### src/rtl/sync_debouncer.sv
// Per-channel level debouncer with edge pulses, sticky events and an irq.
// Each channel needs STABLE_CYCLES equal samples before its level changes.
module sync_debouncer #(
  parameter int DATA_WIDTH    = 8,
  parameter int STABLE_CYCLES = 16
) (
  input  logic                  clk,
  input  logic                  resetn,
  input  logic [DATA_WIDTH-1:0] d_sync_i,
  input  logic                  enable_i,
  input  logic [DATA_WIDTH-1:0] clr_i,
  output logic [DATA_WIDTH-1:0] d_stable_o,
  output logic [DATA_WIDTH-1:0] rise_o,
  output logic [DATA_WIDTH-1:0] fall_o,
  output logic [DATA_WIDTH-1:0] event_o,
  output logic                  irq_o
);

  localparam int CW = $clog2(STABLE_CYCLES + 1);
  localparam logic [CW-1:0] CNT_LAST = CW'(STABLE_CYCLES - 1);

  typedef enum logic [1:0] {
    STABLE_LOW,
    CHECK_HIGH,
    STABLE_HIGH,
    CHECK_LOW
  } state_e;

  for (genvar i = 0; i < DATA_WIDTH; i++) begin : g_ch
    state_e        st_q, st_d;
    logic [CW-1:0] cnt_q, cnt_d;
    logic          stb_q, stb_d;
    logic          rise_q, rise_d;
    logic          fall_q, fall_d;
    logic          evt_q, evt_d;

    always_ff @(posedge clk or negedge resetn) begin
      if (!resetn) begin
        st_q   <= STABLE_LOW;
        cnt_q  <= '0;
        stb_q  <= 1'b0;
        rise_q <= 1'b0;
        fall_q <= 1'b0;
        evt_q  <= 1'b0;
      end else begin
        st_q   <= st_d;
        cnt_q  <= cnt_d;
        stb_q  <= stb_d;
        rise_q <= rise_d;
        fall_q <= fall_d;
        evt_q  <= evt_d;
      end
    end

    always_comb begin
      st_d   = st_q;
      cnt_d  = cnt_q;
      stb_d  = stb_q;
      rise_d = 1'b0;
      fall_d = 1'b0;
      // Set beats clear: the registered pulse lands one edge later.
      evt_d  = (evt_q & ~clr_i[i]) | rise_q | fall_q;
      if (!enable_i) begin
        cnt_d = '0;
        if (st_q == CHECK_HIGH) st_d = STABLE_LOW;
        if (st_q == CHECK_LOW)  st_d = STABLE_HIGH;
      end else begin
        unique case (st_q)
          STABLE_LOW: begin
            cnt_d = d_sync_i[i] ? CW'(1) : '0;
            if (d_sync_i[i]) st_d = CHECK_HIGH;
          end
          CHECK_HIGH: begin
            if (!d_sync_i[i]) begin
              st_d  = STABLE_LOW;
              cnt_d = '0;
            end else if (cnt_q == CNT_LAST) begin
              st_d   = STABLE_HIGH;
              cnt_d  = '0;
              stb_d  = 1'b1;
              rise_d = 1'b1;
            end else begin
              cnt_d = cnt_q + CW'(1);
            end
          end
          STABLE_HIGH: begin
            cnt_d = !d_sync_i[i] ? CW'(1) : '0;
            if (!d_sync_i[i]) st_d = CHECK_LOW;
          end
          CHECK_LOW: begin
            if (d_sync_i[i]) begin
              st_d  = STABLE_HIGH;
              cnt_d = '0;
            end else if (cnt_q == CNT_LAST) begin
              st_d   = STABLE_LOW;
              cnt_d  = '0;
              stb_d  = 1'b0;
              fall_d = 1'b1;
            end else begin
              cnt_d = cnt_q + CW'(1);
            end
          end
          default: begin
            st_d  = STABLE_LOW;
            cnt_d = '0;
          end
        endcase
      end
    end

    assign d_stable_o[i] = stb_q;
    assign rise_o[i]     = rise_q;
    assign fall_o[i]     = fall_q;
    assign event_o[i]    = evt_q;
  end

  assign irq_o = |event_o;

endmodule
### config.mk
export PLATFORM = sky130hd
export DESIGN_NAME = sync_debouncer
export DESIGN_NICKNAME = d
export VERILOG_FILES = /design/src/rtl/sync_debouncer.sv
export SDC_FILE = /design/constraint.sdc
export NUM_CORES = 1
export LEC_CHECK = 0
export ABC_AREA = 0
export CAP_MARGIN = 40
export CORE_MARGIN = 4
export CORE_UTILIZATION = 49
export DETAILED_ROUTE_END_ITERATION = 10
export PLACE_DENSITY = 0.78
export SKIP_CTS_REPAIR_TIMING = 1
export SYNTH_ARGS = -nofsm -noshare
export SYNTH_HDL_FRONTEND = slang
export SYNTH_SLANG_ARGS = --single-unit
### constraint.sdc
create_clock -name clk -period 1.6 [get_ports clk]
set_input_delay 0.32 -clock clk [delete_from_list [all_inputs] [get_ports clk]]
set_output_delay 0.32 -clock clk [all_outputs]
set_load 0.02 [all_outputs]
==> impl_metrics.toml, run 1 <==
[yosys]
synth_xor_area_share_pct = 4.97
mappedNetlistArea_um2 = 3880
synth-edff-count = 0
syn_inst = 364
synth_seq_area_share_pct = 56.8
synth_ff_type = "dfrtp_1"
synth_fa_ha_area_share_pct = 2.58
yosys.area_share.simple_pct = 17.9
synth.distinct_cells = 38
synth_top_family_by_area = "simple AND/OR/NAND/NOR gates"
syn_nets = 391
synthMuxAreaShare_pct = 0.968
ys_seq_elements = 88
syn_area_per_cell_um2 = 10.7
async_flop_share_pct = 100
synth_compound_gate_area_share_pct = 8.00
yosys_warnings = 0

[power]
p_leak_nw = 2.68
power_density_nw_per_um2 = 847
vdd_drop_max_mv = 0.413

[worst_setup_path]
worstReg2RegStart = "g_ch[6].cnt_q[0]$_DFF_PN0_"
reg2reg_slack_ps = 120
cpMaxStageDelayCell = "dfrtp_1"
worstRegToRegCells = 5
crit_type = "reg -> out"
startpoint_type = "register"
crit_path_end_kind = "primary output"
slowest_delay_ps = 410
path_cells = "nor4_2 -> buf_4 -> nand2_2 -> buf_6"
cp_max_fo = 3
crit_arrival_ps = 1400
required_ps = 1280

[timing]
finalCritPeriodShare_pct = 107
skew_ps = 4.82
relSlewSlack_pct = 69.7
timing.setup.tns_ps = -118
worst_slew_pin_slew_ps = 455
rsz0062_at_grt = "yes"
finalSetupViolations = 1
finalMaxSlewViolations = 0
fin_ws_ps = -118
hold-worst-slack_ps = -10.1
period_minus_slack_ps = 1720
fmax_mhz = 582
hold_viol_final = 3

[finish]
final_cells = 519
drive_gt1_share_pct = 12.9
syn_to_final_growth_pct = 22.0
fill_cells = 610
nets = 440
n_antenna_cell = 0

[clock_tree]
insertion_delay_ps = 340
cts_buffers = 9
cts-root-buf = "clkbuf_8"
htreeDepth = 3
path_clk_slew_ps = 80
cts_tree = "yes"
numClockSinks = 88
clockBufferDepth = 2

[placed_design]
gp_congestion = 0.795
dp_hpwl_um = 5150
pre_cts_ws_ps = -196
port_buffers = 51
place_inst = 504

[global_routing]
grt.overflow.total = 0
grt_antenna_before_repair = 0
grt_max_degree = 89
grt_pass1_wl_um = 12000
grt_pass1_vias = 2713
grt.total_usage_pct = 15.4

[drt]
first_pass_iters = 4
drt-wirelength-per-cell_um = 13.6
wl_met2_um = 3780
drc_errors = 0
wl_met1_um = 3000
ant_nets = 0
via_per_inst = 5.08
vias = 2636
routed-wl-met3_um = 227
drt-initial-drc-count = 107
wirelength_um = 7070
highest_layer = "met4"

[die]
ioPinCount = 52
initial_core_util_pct = 50.2
core_region_area_um2 = 7730
rows = 32
die_h_um = 97.0
die_w_um = 97.0
dieArea_um2 = 9400

[run_status]
status = "complete, but fails checks"
violations = "hold timing, setup timing"

[run]
cap_violations = 0

[hold_path]
hold_class = "in -> async"
-- worst max-delay path by stage --
stage	slack, ps	endpoint	depth (start not counted)	startpoint
2_1_floorplan	140	register	5	g_ch[6].cnt_q[0]$_DFF_PN0_
3_3_place_gp	-220	irq_o	4	g_ch[4].evt_q$_DFF_PN0_
3_5_place_dp	-200	irq_o	4	g_ch[4].evt_q$_DFF_PN0_
4_1_cts	-580	irq_o	4	g_ch[4].evt_q$_DFF_PN0_
5_1_grt	-220	irq_o	4	g_ch[7].evt_q$_DFF_PN0_
6_report	-120	irq_o	4	g_ch[7].evt_q$_DFF_PN0_
-- critical path: cells and delay by family (launching register included) --
| kind | cells | cell delay (ps) |
|---|---|---|
| and+or+nand+nor | 2 | 350 |
| buffers and inverters | 2 | 290 |
| DFF | 1 | 410 |
-- stage by stage --
step	total power [mW]	util [%]	cell area, um^2
floorplan	2.37	-	3880
global placement	2.50	57.4	4430
detailed placement	2.51	57.4	4430
CTS	4.05	60.0	4640
global route	4.19	61.3	4730
finish	4.01	61.3	4730
-- Yosys cell counts (2+ instances only) --
master   number  share of area (%)
o21a_1        5               0.97
inv_1        20                1.9
nand2_1      28                2.7
nor3b_1      11                2.1
buf_4        32                6.2
a31oi_1       2               0.32
nor3_1       11                1.4
o21ai_0      18                2.3
xnor2_1       8                1.8
dfrtp_1      88                 57
ha_1          8                2.6
nand3_1      22                2.8
and3_1        3               0.48
and4b_1       5                1.3
nand3_2       4                1.0
a21oi_1      19                2.5
nor2_1       39                3.8
o41ai_1       4               0.90
xor2_1       14                3.2
mux2_2        2               0.58
nor4_1        2               0.32
buf_2         3               0.39
-- power breakdown --
group / leakage, nW / internal (mW) / switching [mW]
clock network: 0.108 / 0.836 / 0.711
logic: 1.38 / 0.0857 / 0.105
registers: 1.19 / 2.25 / 0.0239
-- final cells by class --
class	instances	area [um^2]	share of cell area, %
Inverter	20	75.1	1.59
Clock inverter	3	40.0	0.846
Tap cell	102	128	2.70
Sequential cell	88	2200	46.5
Clock buffer	12	165	3.49
Timing Repair Buffer	74	774	16.4
Multi-Input combinational cell	220	1350	28.5
-- registers in the layout, indices dropped and copies added, names as in the netlist, named ones only --
register / cells
g_ch.stb_q: 8
g_ch.st_q: 8
g_ch.evt_q: 8
g_ch.rise_q: 8
g_ch.cnt_q: 40
g_ch.fall_q: 8
-- cells in the final DEF (no fill, tap or decap), types with 10 or more instances in the layout --
master and n:
dfrtp_1 88, nor3_1 10, buf_4 23, xor2_1 14
o21ai_0 18, dlymetal6s2s_1 32, clkbuf_8 12, clkdlybuf4s50_1 17
inv_1 20, nand3_1 22, nand2_1 27, nor2_1 39
nor3b_1 11, a21oi_1 19
-- kinds of logic (layout without fill, tap and decap cells) --
logic type      count (synthesis)  after routing
xor+xnor                       22             22
mux                             3              3
fa+ha+maj                       8              8
flops                          88             88
compound gates                 53             53
buf+inv                        56            109
simple gates                  134            134
-- routing by layer --
| layer | track usage [%] | up-vias |
|---|---|---|
| met5 | 0 | - |
| met4 | 4.86 | 0 |
| met3 | 4.90 | 8 |
| met2 | 26.9 | 41 |
| met1 | 18.1 | 1278 |
| li1 | - | 1309 |
Note: power is estimated with default switching activity, not from simulation.
==> run 2: changes to the inputs <==
--- a/config.mk
+++ b/config.mk
@@ -5,9 +5,8 @@
 export SDC_FILE = /design/constraint.sdc
 export NUM_CORES = 1
 export LEC_CHECK = 0
-export ABC_AREA = 0
 export CAP_MARGIN = 40
-export CORE_MARGIN = 4
+export CORE_MARGIN = 1
 export CORE_UTILIZATION = 49
 export DETAILED_ROUTE_END_ITERATION = 10
 export PLACE_DENSITY = 0.78
==> run 2 against run 1 <==
Effect of this change:
- the flow finishes with violations (DRC, setup timing)
- final cell count up 0.39%
- critical path type unchanged
- largest cell class unchanged
- highest routed layer unchanged
- die area fell by 12%
- global-route usage is 2.6 points higher
- via count grew 0.64%
==> impl_metrics.toml, run 2 (synthesis results as in run 1) <==
[run_status]
status = "complete, but fails checks"
violations = "DRC, setup timing"

[worst_setup_path]
startpoint_type = "register"
crit_arrival_ps = 1440
crit_type = "reg -> out"
worstSetupStartpoint = "g_ch[2].evt_q$_DFF_PN0_"
cp_max_fo = 2
crit_path_end_kind = "primary output"
required_ps = 1280
worstReg2RegStart = "g_ch[6].cnt_q[0]$_DFF_PN0_"
worstRegToRegCells = 5
reg2reg_slack_ps = 120

[die]
ioPinCount = 52
dieArea_um2 = 8280
die_h_um = 91.0
die_w_um = 91.0
rows = 32
core_region_area_um2 = 7690
initial_core_util_pct = 50.5

[finish]
largest_reg_flops = 40
final_cell_mix = "88 x dfrtp_1, 39 x nor2_1, 32 x dlymetal6s2s_1"
nets = 442
final_area_um2 = 4760
top_register = "g_ch.cnt_q"
syn_to_final_growth_pct = 22.8
final_cells = 521
n_antenna_cell = 0
final_common_cell = "dfrtp_1"
drive_gt1_share_pct = 12.6
fill_cells = 619

[drt]
via_per_inst = 5.09
drc_errors = 1
vias = 2653
drt-initial-drc-count = 82
first_pass_iters = 7
drt-wirelength-per-cell_um = 13.4
wirelength_um = 7000
ant_nets = 0

[power]
clkPwrFrac_pct = 40.5
vdd_drop_max_mv = 0.625
p_leak_nw = 2.69
power_frac_comb_pct = 4.7
p_sw_share_pct = 21.6
intPower_mw = 3.25
p_sw_uw = 893
power_density_nw_per_um2 = 870
power_mw = 4.14
p_seq_share_pct = 54.8

[timing]
relSlewSlack_pct = 70.9
timing.setup.tns_ps = -156
fin_ws_ps = -156
fmax_mhz = 569
period_minus_slack_ps = 1760
finalMaxSlewViolations = 0
skew_ps = 11.2
rsz0062_at_grt = "yes"
finalSetupViolations = 1
hold_viol_final = 0
worst_slew_pin_slew_ps = 436
finalCritPeriodShare_pct = 110

[hold_path]
hold_class = "in -> async"

[clock_tree]
clockBufferDepth = 2
path_clk_slew_ps = 80
cts_tree = "yes"
numClockSinks = 88
insertion_delay_ps = 350
htreeDepth = 3
cts-root-buf = "clkbuf_8"
cts_buffers = 9

[placed_design]
dp_hpwl_um = 4910
gp_congestion = 0.779
port_buffers = 51
placed_cell_area_um2 = 4450
place_inst = 505

[global_routing]
grt_max_degree = 35
grt.total_usage_pct = 18.0
grt_pass1_vias = 2662
grt.overflow.total = 0
grt_antenna_before_repair = 0
grt_pass1_wl_um = 11700

[run]
cap_violations = 0
[run 2: stage by stage]
step	util (%)	hold WS [ps]	setup slack, ps
floorplan	-	24.4	145
global placement	57.9	293	-108
detailed placement	57.9	298	-166
global route	62.0	493	-233
CTS	60.8	-86.5	-555
finish	62.0	459	-156
[run 2: how the worst max path moves through the flow]
| stage | endpoint | slack, ps | cells after the start |
|---|---|---|---|
| final | irq_o | -160 | 4 |
| after global routing | irq_o | -230 | 4 |
| after CTS | irq_o | -560 | 4 |
| after detailed placement | g_ch[6].stb_q$_DFFE_PN0P_ | -170 | 5 |
| after global placement | register | -110 | 4 |
| after floorplan | register | 140 | 5 |
[run 2: routing by layer]
layer	GRT usage, %	vias up	share of wire [%]
met3	4.19	11	2.8
met5	0	-	0
met2	31.1	36	52
met1	21.8	1300	44
met4	7.01	0	1.5
li1	-	1306	-
[run 2: power groups by stage]
stage	Clock [mW]	Sequential (mW)	Combinational (mW)
4_1_cts	1.72	2.27	0.199
2_1_floorplan	0	2.31	0.0599
5_1_grt	1.82	2.27	0.222
3_5_place_dp	0	2.31	0.198
6_report	1.68	2.27	0.196
3_3_place_gp	0	2.31	0.192
[run 2: layout make-up]
type / instances / area [um^2] / share of cell area [%]
repair buffers: 76 / 798 / 16.8
multi-input cells: 220 / 1340 / 28.2
well taps: 102 / 128 / 2.68
clock buffers: 10 / 138 / 2.89
clock inverters: 5 / 81.3 / 1.71
flip-flops and latches: 88 / 2200 / 46.2
inverters: 20 / 75.1 / 1.58
[run 2: critical path, stage by stage, from the launching register on]
cell,delay (ps)
dfrtp_1,400
nor4_2,320
buf_4,170
nand2_1,40
buf_2,160
